<file path="src/rtl/save_pkg.sv">
// Shared types for the save-register write sequencer.
package save_pkg;
  typedef enum logic [1:0] {IDLE = 2'd0, SAVE = 2'd1, DONE = 2'd2} state_t;
  localparam int DEF_WIDTH = 8;
endpackage

</file>
<file path="src/rtl/rr_arbiter.sv">
// Combinational round-robin pick: first req bit at or above ptr, wrapping.
module rr_arbiter #(
  parameter int NREQ = 2,
  localparam int PTR_W = $clog2(NREQ)
) (
  input  logic [NREQ-1:0]  req,
  input  logic [PTR_W-1:0] ptr,
  output logic [NREQ-1:0]  winner
);
  logic found;

  // Offsets are walked in priority order; only a definite 1 counts as a request.
  always_comb begin
    winner = '0;
    found  = 1'b0;
    for (int k = 0; k < NREQ; k++) begin
      for (int i = 0; i < NREQ; i++) begin
        if (!found && (req[i] === 1'b1) && (((int'(ptr) + k) % NREQ) == i)) begin
          winner[i] = 1'b1;
          found     = 1'b1;
        end
      end
    end
  end
endmodule

</file>
<file path="src/rtl/save_controller.sv">
// Round-robin write sequencer for a bank of save registers (IDLE->SAVE->DONE).
// Optional write protection via the SAVE_PROTECT_EN macro (adds wp_mask/err).
module save_controller
  import save_pkg::*;
#(
  parameter int WIDTH  = DEF_WIDTH,
  parameter int NREQ   = 2,
  parameter int NSLOTS = 4,
  localparam int ADDR_W = $clog2(NSLOTS)
) (
  input  logic                   clk,
  input  logic                   rst,
  input  logic [NREQ-1:0]        req,
  input  logic [NREQ*WIDTH-1:0]  req_num,
  input  logic [NREQ*ADDR_W-1:0] req_addr,
`ifdef SAVE_PROTECT_EN
  input  logic [NSLOTS-1:0]      wp_mask,
  output logic [NREQ-1:0]        err,
`endif
  output logic [NREQ-1:0]        gnt,
  output logic [NREQ-1:0]        done,
  output logic [NSLOTS-1:0]      ok_save,
  output logic [WIDTH-1:0]       num_out,
  output logic                   busy
);
  localparam int PTR_W = $clog2(NREQ);

  state_t              state_q, state_d;
  logic [PTR_W-1:0]    rr_ptr_q, rr_ptr_d;
  logic [NREQ-1:0]     gnt_q, gnt_d;
  logic [NREQ-1:0]     done_q, done_d;
  logic [NSLOTS-1:0]   ok_save_q, ok_save_d;
  logic [WIDTH-1:0]    num_out_q, num_out_d;
  logic                busy_q, busy_d;
  logic [NREQ-1:0]     win;
  logic [WIDTH-1:0]    win_num;
  logic [ADDR_W-1:0]   win_addr;
  logic [PTR_W-1:0]    gnt_idx;
  logic                blocked;
`ifdef SAVE_PROTECT_EN
  logic [NREQ-1:0]     err_q, err_d;
`endif

  rr_arbiter #(.NREQ(NREQ)) u_arb (
    .req   (req),
    .ptr   (rr_ptr_q),
    .winner(win)
  );

  always_comb begin
    win_num  = '0;
    win_addr = '0;
    gnt_idx  = '0;
    for (int i = 0; i < NREQ; i++) begin
      if (win[i]) begin
        win_num  = req_num[i*WIDTH +: WIDTH];
        win_addr = req_addr[i*ADDR_W +: ADDR_W];
      end
      if (gnt_q[i]) gnt_idx = PTR_W'(i);
    end
  end

  // ok_save_q already holds the decoded slot, so the mask is applied to it directly.
`ifdef SAVE_PROTECT_EN
  assign blocked = |(ok_save_q & wp_mask);
  assign ok_save = ok_save_q & ~wp_mask;
  assign err     = err_q;
`else
  assign blocked = 1'b0;
  assign ok_save = ok_save_q;
`endif

  always_comb begin
    state_d   = state_q;
    rr_ptr_d  = rr_ptr_q;
    gnt_d     = gnt_q;
    done_d    = '0;
    ok_save_d = '0;
    num_out_d = num_out_q;
`ifdef SAVE_PROTECT_EN
    err_d     = '0;
`endif
    case (state_q)
      IDLE: begin
        gnt_d     = '0;
        num_out_d = '0;
        if (|win) begin
          state_d             = SAVE;
          gnt_d               = win;
          num_out_d           = win_num;
          ok_save_d[win_addr] = 1'b1;
        end
      end
      SAVE: begin
        state_d = DONE;
        done_d  = gnt_q;
`ifdef SAVE_PROTECT_EN
        err_d   = blocked ? gnt_q : '0;
`endif
      end
      DONE: begin
        state_d   = IDLE;
        rr_ptr_d  = (gnt_idx == PTR_W'(NREQ - 1)) ? '0 : gnt_idx + PTR_W'(1);
        gnt_d     = '0;
        num_out_d = '0;
      end
      default: begin
        state_d   = IDLE;
        gnt_d     = '0;
        num_out_d = '0;
      end
    endcase
    busy_d = (state_d != IDLE);
  end

  always_ff @(posedge clk or posedge rst) begin
    if (rst) begin
      state_q   <= IDLE;
      rr_ptr_q  <= '0;
      gnt_q     <= '0;
      done_q    <= '0;
      ok_save_q <= '0;
      num_out_q <= '0;
      busy_q    <= 1'b0;
`ifdef SAVE_PROTECT_EN
      err_q     <= '0;
`endif
    end else begin
      state_q   <= state_d;
      rr_ptr_q  <= rr_ptr_d;
      gnt_q     <= gnt_d;
      done_q    <= done_d;
      ok_save_q <= ok_save_d;
      num_out_q <= num_out_d;
      busy_q    <= busy_d;
`ifdef SAVE_PROTECT_EN
      err_q     <= err_d;
`endif
    end
  end

  assign gnt     = gnt_q;
  assign done    = done_q;
  assign num_out = num_out_q;
  assign busy    = busy_q;
endmodule

</file>
<file path="config.mk">
export PLATFORM = sky130hd
export DESIGN_NAME = save_controller
export DESIGN_NICKNAME = d
export VERILOG_FILES = /design/src/rtl/save_pkg.sv /design/src/rtl/rr_arbiter.sv /design/src/rtl/save_controller.sv
export SDC_FILE = /design/constraint.sdc
export NUM_CORES = 1
export LEC_CHECK = 0
export ABC_AREA = 1
export BUFFER_PORTS_ARGS = -buffer_cell sky130_fd_sc_hd__buf_2
export CORE_MARGIN = 5
export CORE_UTILIZATION = 40
export DETAILED_ROUTE_END_ITERATION = 10
export GPL_ROUTABILITY_DRIVEN = 0
export PLACE_DENSITY = 0.78
export SLEW_MARGIN = 15
export SYNTH_ARGS = -nofsm -noshare
export SYNTH_HDL_FRONTEND = slang
export SYNTH_SLANG_ARGS = --single-unit
</file>
<file path="constraint.sdc">
create_clock -name clk -period 1.2 [get_ports clk]
set_input_delay 0.12 -clock clk [delete_from_list [all_inputs] [get_ports clk]]
set_output_delay 0.12 -clock clk [all_outputs]
set_load 0.05 [all_outputs]
</file>
# Yosys cells after proc, flatten, opt, wreduce, memory -nomap -nowiden
# Cells that the tools add are included.
# op_classes
eq_ne	5
div	0
addsub	2
shifts	0
muxes	23
reduce_logical	16
n_mul	0
order_cmp	2
bitwise	1
# op_table
op	n
32-bit zero test	2
8-bit two-way mux	3
8-bit one-hot mux with 2 select lines	1
2-bit two-way mux	5
1-bit two-way mux	9
1-bit logical AND	8
4-bit two-way mux	2
2-bit one-hot mux with 2 select lines	2
2-bit == test, second input constant	2
1-bit zero test	3
2-bit by 3-bit < comparator with 1-bit output, second input constant	1
1-bit adder, second input constant	2
1-bit demux with 2-bit select	1
2-bit by 1-bit == test with 1-bit output, second input constant	1
1-bit case equality test, second input constant	2
2-bit by 1-bit >= comparator with 1-bit output, second input constant	1
2-bit zero test	1
2-bit nonzero test	1
2-bit OR reduction	1
1-bit AND, first input constant	1
# word_totals
mem_bits_rw	0
out_inout_bits	17
latch_bits	0
memories	0
ff_bits	20
mem_bits_ro	0
input_bits	24
elab_cells	56

# Depth between registers and ports, before layout
# Gate-level depths: netlist of run 1.
# depth
depth_word	22
mapped_depth	7
ltp_nobuf	7

# Modules after synthesis
# Synthesis of run 1 repeated with hierarchy kept, for this count alone.
# hier_totals
cells_unflattened	116
area_unflattened_um2	922.1
# modules_own_cells
module	seq_area_each_um2	area_per_inst_um2	instances	cells_per_inst
save_controller	500.5	902.1	1	111
rr_arbiter	0.0	20.0	1	5

# Worst setup path after synthesis of run 1
# OpenSTA, ideal clock, no wires.
# synth_timing
kind	flip-flop to flip-flop
from	reg state_q[1]
to	reg num_out_q[0] (netlist: num_out[0])
setup_ns	0.069
slack_ns	0.228
stages_incl_launch_ff	6
arrival_ns	0.903
n_path_buf	0
required_time_ns	1.131
period_less_slack_ns	0.972
cell_sequence	dfrtp_1 -> nor2_4 -> nand3_2 -> inv_2 -> nand2_1 -> nand3_1
# synth_via
elab_chain_cells	2
elab_cells_between_ends	3
cone_classes	eq/ne (1); mux (1); reduce/logical (1)
# synth_lines
element	line_no	source
start: declaration	save_controller.sv:28	state_t state_q, state_d;
start signal: assignment	save_controller.sv:129	state_q <= state_d;
2-bit by 1-bit == test with 1-bit output / 2-bit zero test (equally long branches)	save_controller.sv:83	case (state_q)
8-bit one-hot mux with 2 select lines	save_controller.sv:83	
end signal: assignment	save_controller.sv:134	num_out_q <= num_out_d;
end: declaration	save_controller.sv:33	logic [WIDTH-1:0] num_out_q, num_out_d;
# Several ways; a longest one is shown, not always the timed one.
# A chain may end at the register's enable or synchronous reset.

# Final worst setup path of run 1
# layout_timing
from	reg state_q[1]
to	reg ok_save_q[1] (netlist: ok_save[1])
# layout_via
elab_chain_cells	2
# layout_lines
element	line_no	source
2-bit zero test	save_controller.sv:83	
4-bit two-way mux	save_controller.sv:83	
via ok_save_d[1]	save_controller.sv:32	logic [NSLOTS-1:0] ok_save_q, ok_save_d;
end signal: assignment	save_controller.sv:133	ok_save_q <= ok_save_d;
end: declaration	save_controller.sv:32	
# The timed path passes the listed nets, and every way through them passes these cells.

==> summary.md, run 1 <==
| Metric | Value |
|---|---|
| Sequential cell area fraction in the yosys report | `between 60% and 70%` |
| Final TNS setup | `0 ps` |
| Antenna Nets Post-Route | `0` |
| Netlist area before placement | `831 um^2` |
| Area of the die | `3090 um^2` |
| Flops & latches, synth | `20` |
| Clock tree from TritonCTS | `yes` |
| Initial antenna violation count | `0` |
| Destination of the worst register-to-register timing path | `ok_save[1]` |
| Mean instance size in the synthesized netlist | `approximately 9 um^2` |
| Clock slew at the register clock pins of the worst setup and hold paths | `110 ps` |
| Max H-tree Level | `1` |
| Clock tree root buffer cell | `sky130_fd_sc_hd__clkbuf_4` |
| Layout overhead on the synthesized area | `36.4%` |
| Kind of capture point of the worst setup path | `flip-flop` |
| Endpoint with the worst hold slack | `num_out[1]` |
| Setup Fix Bufs, Post-CTS | `0` |
| Detailed-route vias per instance | `4.55` |
| Hold-critical path depth | `3` |
| Number of cells after detailed placement | `159` |
| Top achievable clock speed | `0.898 GHz` |
| I/O pin total | `41` |
| Detailed-placement wirelength estimate | `approximately 1500 um` |
| Multiplexer area fraction after synthesis | `0%` |
| Switch share | `49.5%` |
| Wirelength per Cell | `11.7 um` |
| Combinational family with the most area after synthesis | `simple AND/OR/NAND/NOR gates` |
| Maximum number of pins on one net before global-route repair | `21` |
| Internal Pwr Total | `1630 uW` |
| Net Count, Synth | `about 120` |
| Residual DRC count | `0` |
| Outcome | `complete, no violations` |
| Number of maximum-capacitance constraint violations | `0` |
| Violation count after the first detailed-route iteration | `33` |
| Clock latency on the worst-skew pair | `between 200 and 300 ps` |
| Delay contributed by the slowest stage of the critical path | `470 ps` |
| Startpoint of the worst hold path | `req_num[9]` |
| Buffering stage count on the worst path with inverters included | `0` |
| Simple-gate share of the synthesized area | `32.2%` |
| Count of input and output buffers | `40` |
| Worst-case vdd ir drop | `around 1300 uV` |
| Adder-Cell Fraction of Synth Area | `0%` |
| Share of cells above drive strength 1 | `approximately 40%` |
| Critical path cell sequence | `nor2_4, nand3_2, nand2_2, nand2_1, nor2_1` |
| Fraction of met1 tracks used by global routing | `17.4%` |
| Count of final max-slew check failures | `0` |
| Initial core utilization | `42.3%` |
| Power per unit of standard cell area | `2850 nW/um^2` |
| Arrival time of data at the critical path endpoint | `between 1000 and 1500 ps` |
| WL final | `1920 um` |
| Count of standard-cell rows | `16` |
| Final Hold Vio Count | `0` |
| Power consumption | `~3200 uW` |
| Non-Filler Instances | `roughly 160` |
| Internal reg-to-reg setup slack | `90 ps` |
| Combinational share of power | `between 40% and 50%` |
| M2 GR Usage | `around 22%` |
| Via count of the routed design | `746` |
| Logic depth of the worst register-to-register path | `5` |
| Worst Tran Pin Value | `252 ps` |
| Part of the cycle the worst path needs | `92.8%` |
| Area fraction in compound gates after synthesis | `2.56%` |
| Path category of the worst min-delay check | `primary input to flip-flop` |
| Overflow after GRT | `0` |
| Fraction of power consumed by the clock network | `between 10% and 20%` |
| Total routing resource utilization after global routing | `about 14%` |
| Critical path peak fanout | `4` |
| Nets | `162` |
| Synth Area in XOR/XNOR | `0%` |
| Most utilized layer in the global route result | `met2` |
| Die Width | `55.6 um` |
| Leak | `0.000650 uW` |
| Global-route wire length before repair | `3510 um` |
| Length of the first detailed-routing pass in iterations | `4` |
| Count of synthesis-stage warnings from yosys | `0` |
| Post-place setup slack | `103 ps` |
| Startpoint type of the worst setup path | `flip-flop` |
| Crit path time final | `1110 ps` |
| Sequential power share | `between 30% and 40%` |
| Worst setup skew after layout | `5.58 ps` |
| Vias in the first global route | `792` |
| Max stage delay cell, worst path | `sky130_fd_sc_hd__dfrtp_2` |
| Post-layout worst setup margin | `roughly 86 ps` |
| Critical path start-end classification | `flip-flop to flip-flop` |
| Unrepaired setup endpoints after global routing | `no` |
| Antenna cells | `0` |
| Core area | `1960 um^2` |
| Net switching component of the power | `1600 uW` |
| Met3 capacity usage during global routing | `2.32%` |
| Distinct cell type count of the synthesized netlist | `14` |
| Die height | `around 56 um` |
| Total setup violations reported at the end of the flow | `0` |
| Max-Slew Margin vs Limit | `83.2%` |
| CP top delay family | `simple AND/OR/NAND/NOR gates` |
| Worst endpoint required time | `roughly 1400 ps` |
| Final core utilization | `~58%` |
| Worst flop-to-flop path startpoint | `state_q[1]` |
| Total clock buffers created by CTS | `3` |
| Clk buf depth | `2` |
| CTS sink count | `20` |
| Cells after Synth | `roughly 90` |
cells in the final DEF (no fill, tap or decap):
master and count:
sky130_fd_sc_hd__nand3b_1 1, sky130_fd_sc_hd__nor2_4 2, sky130_fd_sc_hd__dfrtp_2 1, sky130_fd_sc_hd__buf_4 1, sky130_fd_sc_hd__dfrtp_1 19, sky130_fd_sc_hd__inv_4 2, sky130_fd_sc_hd__clkbuf_4 3, sky130_fd_sc_hd__nor2_1 6
sky130_fd_sc_hd__bufinv_16 1, sky130_fd_sc_hd__inv_1 6, sky130_fd_sc_hd__o21ai_1 2, sky130_fd_sc_hd__a21oi_1 1, sky130_fd_sc_hd__nand2_1 33, sky130_fd_sc_hd__nand3_1 13, sky130_fd_sc_hd__buf_2 40, sky130_fd_sc_hd__inv_2 1
sky130_fd_sc_hd__nand2_2 1, sky130_fd_sc_hd__a31oi_1 1, sky130_fd_sc_hd__nand3_2 2, sky130_fd_sc_hd__dlygate4sd3_1 1
worst max-delay path by stage:
stage / cells past startpoint / startpoint / to
finish: 5 / state_q[1] / ok_save[1]
floorplan: 5 / state_q[1] / num_out[0]
detailed placement: 5 / state_q[1] / num_out[0]
global route: 5 / state_q[1] / ok_save[1]
CTS: 5 / state_q[1] / num_out[2]
global placement: 5 / state_q[1] / num_out[0]
layout make-up:
type                       instances  area (um^2)
fill                             195          828
sequential                        20          502
multi-input combinational         62          289
timing repair buffer              42          218
inverter                           9         38.8
tap                               27         33.8
clock inverter                     1         30.0
clock buffer                       3         22.5
sequential cells by signal (all words and copies together), names as in the netlist:
| name | count |
|---|---|
| rr_ptr_q | 1 |
| state_q | 2 |
| done | 2 |
| ok_save | 4 |
| gnt | 2 |
| busy | 1 |
| num_out | 8 |
logic make-up (layout without fill, tap and decap cells):
group / Yosys count / in the layout
DFF: 20 / 20
buffers and inverters: 10 / 55
AOI/OAI and AO/OA: 4 / 4
and+or+nand+nor: 58 / 58
worst reg2reg max path, cell delays in order (launching register included):
cell and delay [ps]:
sky130_fd_sc_hd__dfrtp_2 470, sky130_fd_sc_hd__nor2_4 140, sky130_fd_sc_hd__nand3_2 140, sky130_fd_sc_hd__nand2_2 130, sky130_fd_sc_hd__nand2_1 70, sky130_fd_sc_hd__nor2_1 100
layer usage:
metal | vias up | wire, um | part of all wire (%)
li1 | 380 | - | -
met1 | 342 | 822 | 43
met2 | 22 | 965 | 50
met3 | 2 | 116 | 6.0
met4 | 0 | 19 | 0.99
met5 | - | 0 | 0
power by group through the flow:
stage               sequential (uW)  combinational, uW  clock, uW
floorplan                      1770                554          0
global placement               1090               1580          0
detailed placement             1100               1600          0
CTS                            1080               1610        558
global route                   1120               1730        582
finish                         1090               1610        538
through the flow:
step	hold WS (ps)	cell area (um^2)
2_1_floorplan	83.8	831
3_3_place_gp	152	1060
3_5_place_dp	158	1060
4_1_cts	10.5	1130
5_1_grt	10.3	1130
6_report	19.6	1130
timing repair:
| item | 4_1_cts | 5_1_grt |
|---|---|---|
| endpoints found under the setup margin | 0 | 6 |
| gates resized for setup | 0 | 3 |
| endpoints found under the hold margin | 20 | 0 |
| hold buffers | 1 | 0 |
cell usage after synthesis:
| cell type | instances | area share [%] |
|---|---|---|
| sky130_fd_sc_hd__nor2_1 | 6 | 2.7 |
| sky130_fd_sc_hd__inv_1 | 6 | 2.7 |
| sky130_fd_sc_hd__a31oi_1 | 1 | 0.75 |
| sky130_fd_sc_hd__inv_2 | 3 | 1.4 |
| sky130_fd_sc_hd__nand3_2 | 2 | 2.4 |
| sky130_fd_sc_hd__o21ai_1 | 2 | 1.2 |
| sky130_fd_sc_hd__nand3b_1 | 1 | 0.90 |
| sky130_fd_sc_hd__nand2_1 | 33 | 15 |
| sky130_fd_sc_hd__nor2_4 | 2 | 2.7 |
| sky130_fd_sc_hd__buf_4 | 1 | 0.90 |
| sky130_fd_sc_hd__nand3_1 | 13 | 7.8 |
| sky130_fd_sc_hd__a21oi_1 | 1 | 0.60 |
| sky130_fd_sc_hd__nand2_2 | 1 | 0.75 |
| sky130_fd_sc_hd__dfrtp_1 | 20 | 60 |
Note: power is estimated with default switching activity, not from simulation.
==> run 2, diff against run 1 <==
ABC_AREA = 0   (was 1)
REMOVE_ABC_BUFFERS = 1   (was default)
==> run 2 against run 1 <==
Effect of this change: first-iteration DRC count shrank 55%; global-route usage grew 1.4 points; clock power shrank 43%; maximum frequency shrank 7.1%; clock skew shrank 1.9 ps; wire length grew 9.2%; final area grew 1.5%; highest routed layer unchanged.
==> summary.md, run 2 <==
| Metric | Value |
|---|---|
| Metal1 wirelength | `766 um (-6.8%)` |
| Uppermost layer routed | `met4` |
| Length of the first detailed-routing pass in iterations | `4 (unchanged)` |
| Count of input and output buffers | `40 (unchanged)` |
| Fill cell total of the finished layout | `172 (-12%)` |
| Count of final max-slew check failures | `0 (unchanged)` |
| Most frequent cells in the layout | `sky130_fd_sc_hd__buf_2, sky130_fd_sc_hd__dfrtp_1, sky130_fd_sc_hd__and3_1, sky130_fd_sc_hd__a221o_1, sky130_fd_sc_hd__buf_4` |
| Clock tree root buffer cell | `sky130_fd_sc_hd__clkbuf_4` |
| Sequential cell area fraction in the yosys report | `60.4% (+0.18 points)` |
| Total setup violations reported at the end of the flow | `0 (unchanged)` |
| Outcome | `complete, no violations` |
| Detailed-route vias per instance | `5.20 (+14%)` |
| Total routing resource utilization after global routing | `15.1% (+1.4 points)` |
| WL final | `2100 um (+9.2%)` |
| Count of synthesis-stage warnings from yosys | `0 (unchanged)` |
| Adder-Cell Fraction of Synth Area | `0% (unchanged)` |
| Leak | `0.000648 uW (-0.28%)` |
| Wire length on met2 | `1080 um (+11%)` |
| Internal reg-to-reg setup slack | `0.6 ps (-90 ps)` |
| Die height | `55.5 um (-0.13%)` |
| Total clock buffers created by CTS | `3 (unchanged)` |
| Via count of the routed design | `713 (-4.4%)` |
| Mean instance size in the synthesized netlist | `12.7 um^2 (+41%)` |
| Nets | `136 (-16%)` |
| Cells after Synth | `65 (-29%)` |
| Vias in the first global route | `778 (-1.8%)` |
| Clk buf depth | `2 (unchanged)` |
| Startpoint of the worst hold path | `req_num[10]` |
| Most numerous cell in the Yosys netlist | `sky130_fd_sc_hd__dfrtp_1` |
| Critical path peak fanout | `9 (+5)` |
| Clock slew at the register clock pins of the worst setup and hold paths | `100 ps (about the same)` |
| Layout overhead on the synthesized area | `39.0%` |
| Distinct cell type count of the synthesized netlist | `21 (+7)` |
| Multi-input logic area | `323 um^2 (+12%)` |
| Antenna cells | `0 (unchanged)` |
| Netlist area before placement | `828 um^2 (-0.30%)` |
| Synth Area in XOR/XNOR | `0% (unchanged)` |
| Power consumption | `3260 uW (+0.80%)` |
| Area share of the largest cell type after synthesis | `60.4% (+0.18 points)` |
| Top cell types by occurrence after synthesis | `sky130_fd_sc_hd__dfrtp_1, sky130_fd_sc_hd__and3_1, sky130_fd_sc_hd__a221o_1` |
| Global-route wire length before repair | `3640 um (+3.5%)` |
| Critical path start-end classification | `flip-flop to flip-flop` |
| Overflow after GRT | `0 (unchanged)` |
| Max-Slew Margin vs Limit | `77.7% (-5.4 points)` |
| Clock latency on the worst-skew pair | `290 ps (about the same)` |
| CTS sink count | `20 (unchanged)` |
| Endpoint with the worst hold slack | `num_out[2]` |
| Worst-case vdd ir drop | `1190 uV (-5.8%)` |
| Count of standard-cell rows | `16 (unchanged)` |
| Area of the die | `3080 um^2 (-0.25%)` |
| Destination of the worst register-to-register timing path | `num_out[0]` |
| Fraction of synthesis flops using an asynchronous set or reset pin | `100% (unchanged)` |
| Unrepaired setup endpoints after global routing | `yes` |
| Routed wl met3 | `212 um (+83%)` |
| Final Hold Vio Count | `0 (unchanged)` |
| Dominant register cell in the synthesized netlist | `sky130_fd_sc_hd__dfrtp_1` |
| Kind of capture point of the worst setup path | `flip-flop` |
| Initial core utilization | `42.2% (-0.13 points)` |
| Worst setup skew after layout | `3.72 ps (-1.86 ps)` |
| Logic depth of the worst register-to-register path | `3 (-2)` |
| Clock tree from TritonCTS | `yes` |
| Maximum number of pins on one net before global-route repair | `21 (unchanged)` |
| Flops & latches, synth | `20 (unchanged)` |
| Multiplexer area fraction after synthesis | `0% (unchanged)` |
| Worst endpoint required time | `1380 ps (-50 ps)` |
| Cell type with the largest total area after synthesis | `sky130_fd_sc_hd__dfrtp_1` |
| Worst flop-to-flop path startpoint | `rr_ptr_q` |
| Worst Tran Pin Value | `334 ps (+81.3 ps)` |
| Initial antenna violation count | `0 (unchanged)` |
| Part of the cycle the worst path needs | `100% (+7.1 points)` |
| Power per unit of standard cell area | `2830 nW/um^2 (-0.73%)` |
| Hold-critical path depth | `2 (-1)` |
| Die Width | `55.5 um (-0.13%)` |
| Count of flip-flops with a built-in enable after synthesis | `0 (unchanged)` |
| Number of maximum-capacitance constraint violations | `0 (unchanged)` |
| Core area | `1960 um^2 (unchanged)` |
| Top achievable clock speed | `0.834 GHz (-7.1%)` |
| Crit path time final | `1200 ps (+85.3 ps)` |
| Cell types with the largest area share after synthesis | `sky130_fd_sc_hd__dfrtp_1, sky130_fd_sc_hd__a221o_1, sky130_fd_sc_hd__and3_1` |
| Wirelength per Cell | `15.3 um (+31%)` |
| Arrival time of data at the critical path endpoint | `1380 ps (+30 ps)` |
| Startpoint type of the worst setup path | `flip-flop` |
| Max reg flops | `8 (unchanged)` |
| Most common cell after layout, fill and taps aside | `sky130_fd_sc_hd__buf_2` |
| Residual DRC count | `0 (unchanged)` |
| Antenna Nets Post-Route | `0 (unchanged)` |
| I/O pin total | `41 (unchanged)` |
| Max H-tree Level | `1 (unchanged)` |
| Path category of the worst min-delay check | `primary input to flip-flop` |
| Beginning of the critical path | `rr_ptr_q` |
| Violation count after the first detailed-route iteration | `15 (-55%)` |
| Share of cells above drive strength 1 | `56.4% (+17 points)` |
| Detailed-placement wirelength estimate | `1610 um (+7.3%)` |
| Setup Fix Bufs, Post-CTS | `0 (unchanged)` |
| Combinational family with the most area after synthesis | `compound AO/OA/AOI/OAI gates` |
| Non-Filler Instances | `137 (-16%)` |
| Number of cells after detailed placement | `133 (-16%)` |
| Area fraction in compound gates after synthesis | `17.7% (+15 points)` |
| Reg area | `502 um^2 (unchanged)` |
| Simple-gate share of the synthesized area | `16.3% (-16 points)` |
-- run 2: logic make-up (layout without fill, tap and decap cells) --
logic type,count (synthesis),count (layout)
simple gates,22,22
flops,20,20
buf+inv,7,52
compound gates,16,16
-- run 2: per-layer routing --
layer | vias up | track usage [%]
li1 | 338 | -
met1 | 336 | 14.5
met2 | 35 | 26.2
met3 | 4 | 7.23
met4 | 0 | 8.68
met5 | - | 0
-- run 2: report_power, final --
group          switching [uW]  internal (uW)
combinational            1260            592
sequential                159            943
clock                     189            117
total                    1610           1650
-- run 2: how the worst max path moves through the flow --
stage,end,cells after the start
after floorplan,ok_save[0],3
after global placement,gnt[1],3
after detailed placement,gnt[0],3
after CTS,num_out[0],3
after global routing,num_out[4],3
final,num_out[0],3
-- run 2: stage by stage --
step	hold WS [ps]	setup slack (ps)	instance area, um^2	setup TNS, ps	utilization [%]
after floorplan	83.8	-39.6	790	-464	-
after global placement	149	-142	1070	-1190	54.5
after global routing	45.8	-46.7	1150	-460	58.7
after detailed placement	160	-212	1070	-2080	54.5
final	47.7	0.586	1150	0	58.7
after CTS	46.4	-3.71	1150	-4.99	58.4
-- run 2: cell type report --
class / instances / area share, %
repair buffers: 47 / 22.8
flip-flops and latches: 20 / 43.6
inverters: 2 / 0.652
well taps: 27 / 2.93
clock buffers: 3 / 1.96
multi-input cells: 38 / 28.0
-- run 2: worst max-delay path: stages, from the launching register on --
cell	delay [ps]
sky130_fd_sc_hd__dfrtp_1	420
sky130_fd_sc_hd__nand2b_4	160
sky130_fd_sc_hd__and3_4	210
sky130_fd_sc_hd__a221o_1	300
-- run 2: what timing repair did --
item,4_1_cts,5_1_grt
gates resized for setup,15,1
pin swaps,3,1
hold buffers,1,0
endpoints found under the hold margin,20,0
setup endpoints to repair,18,13
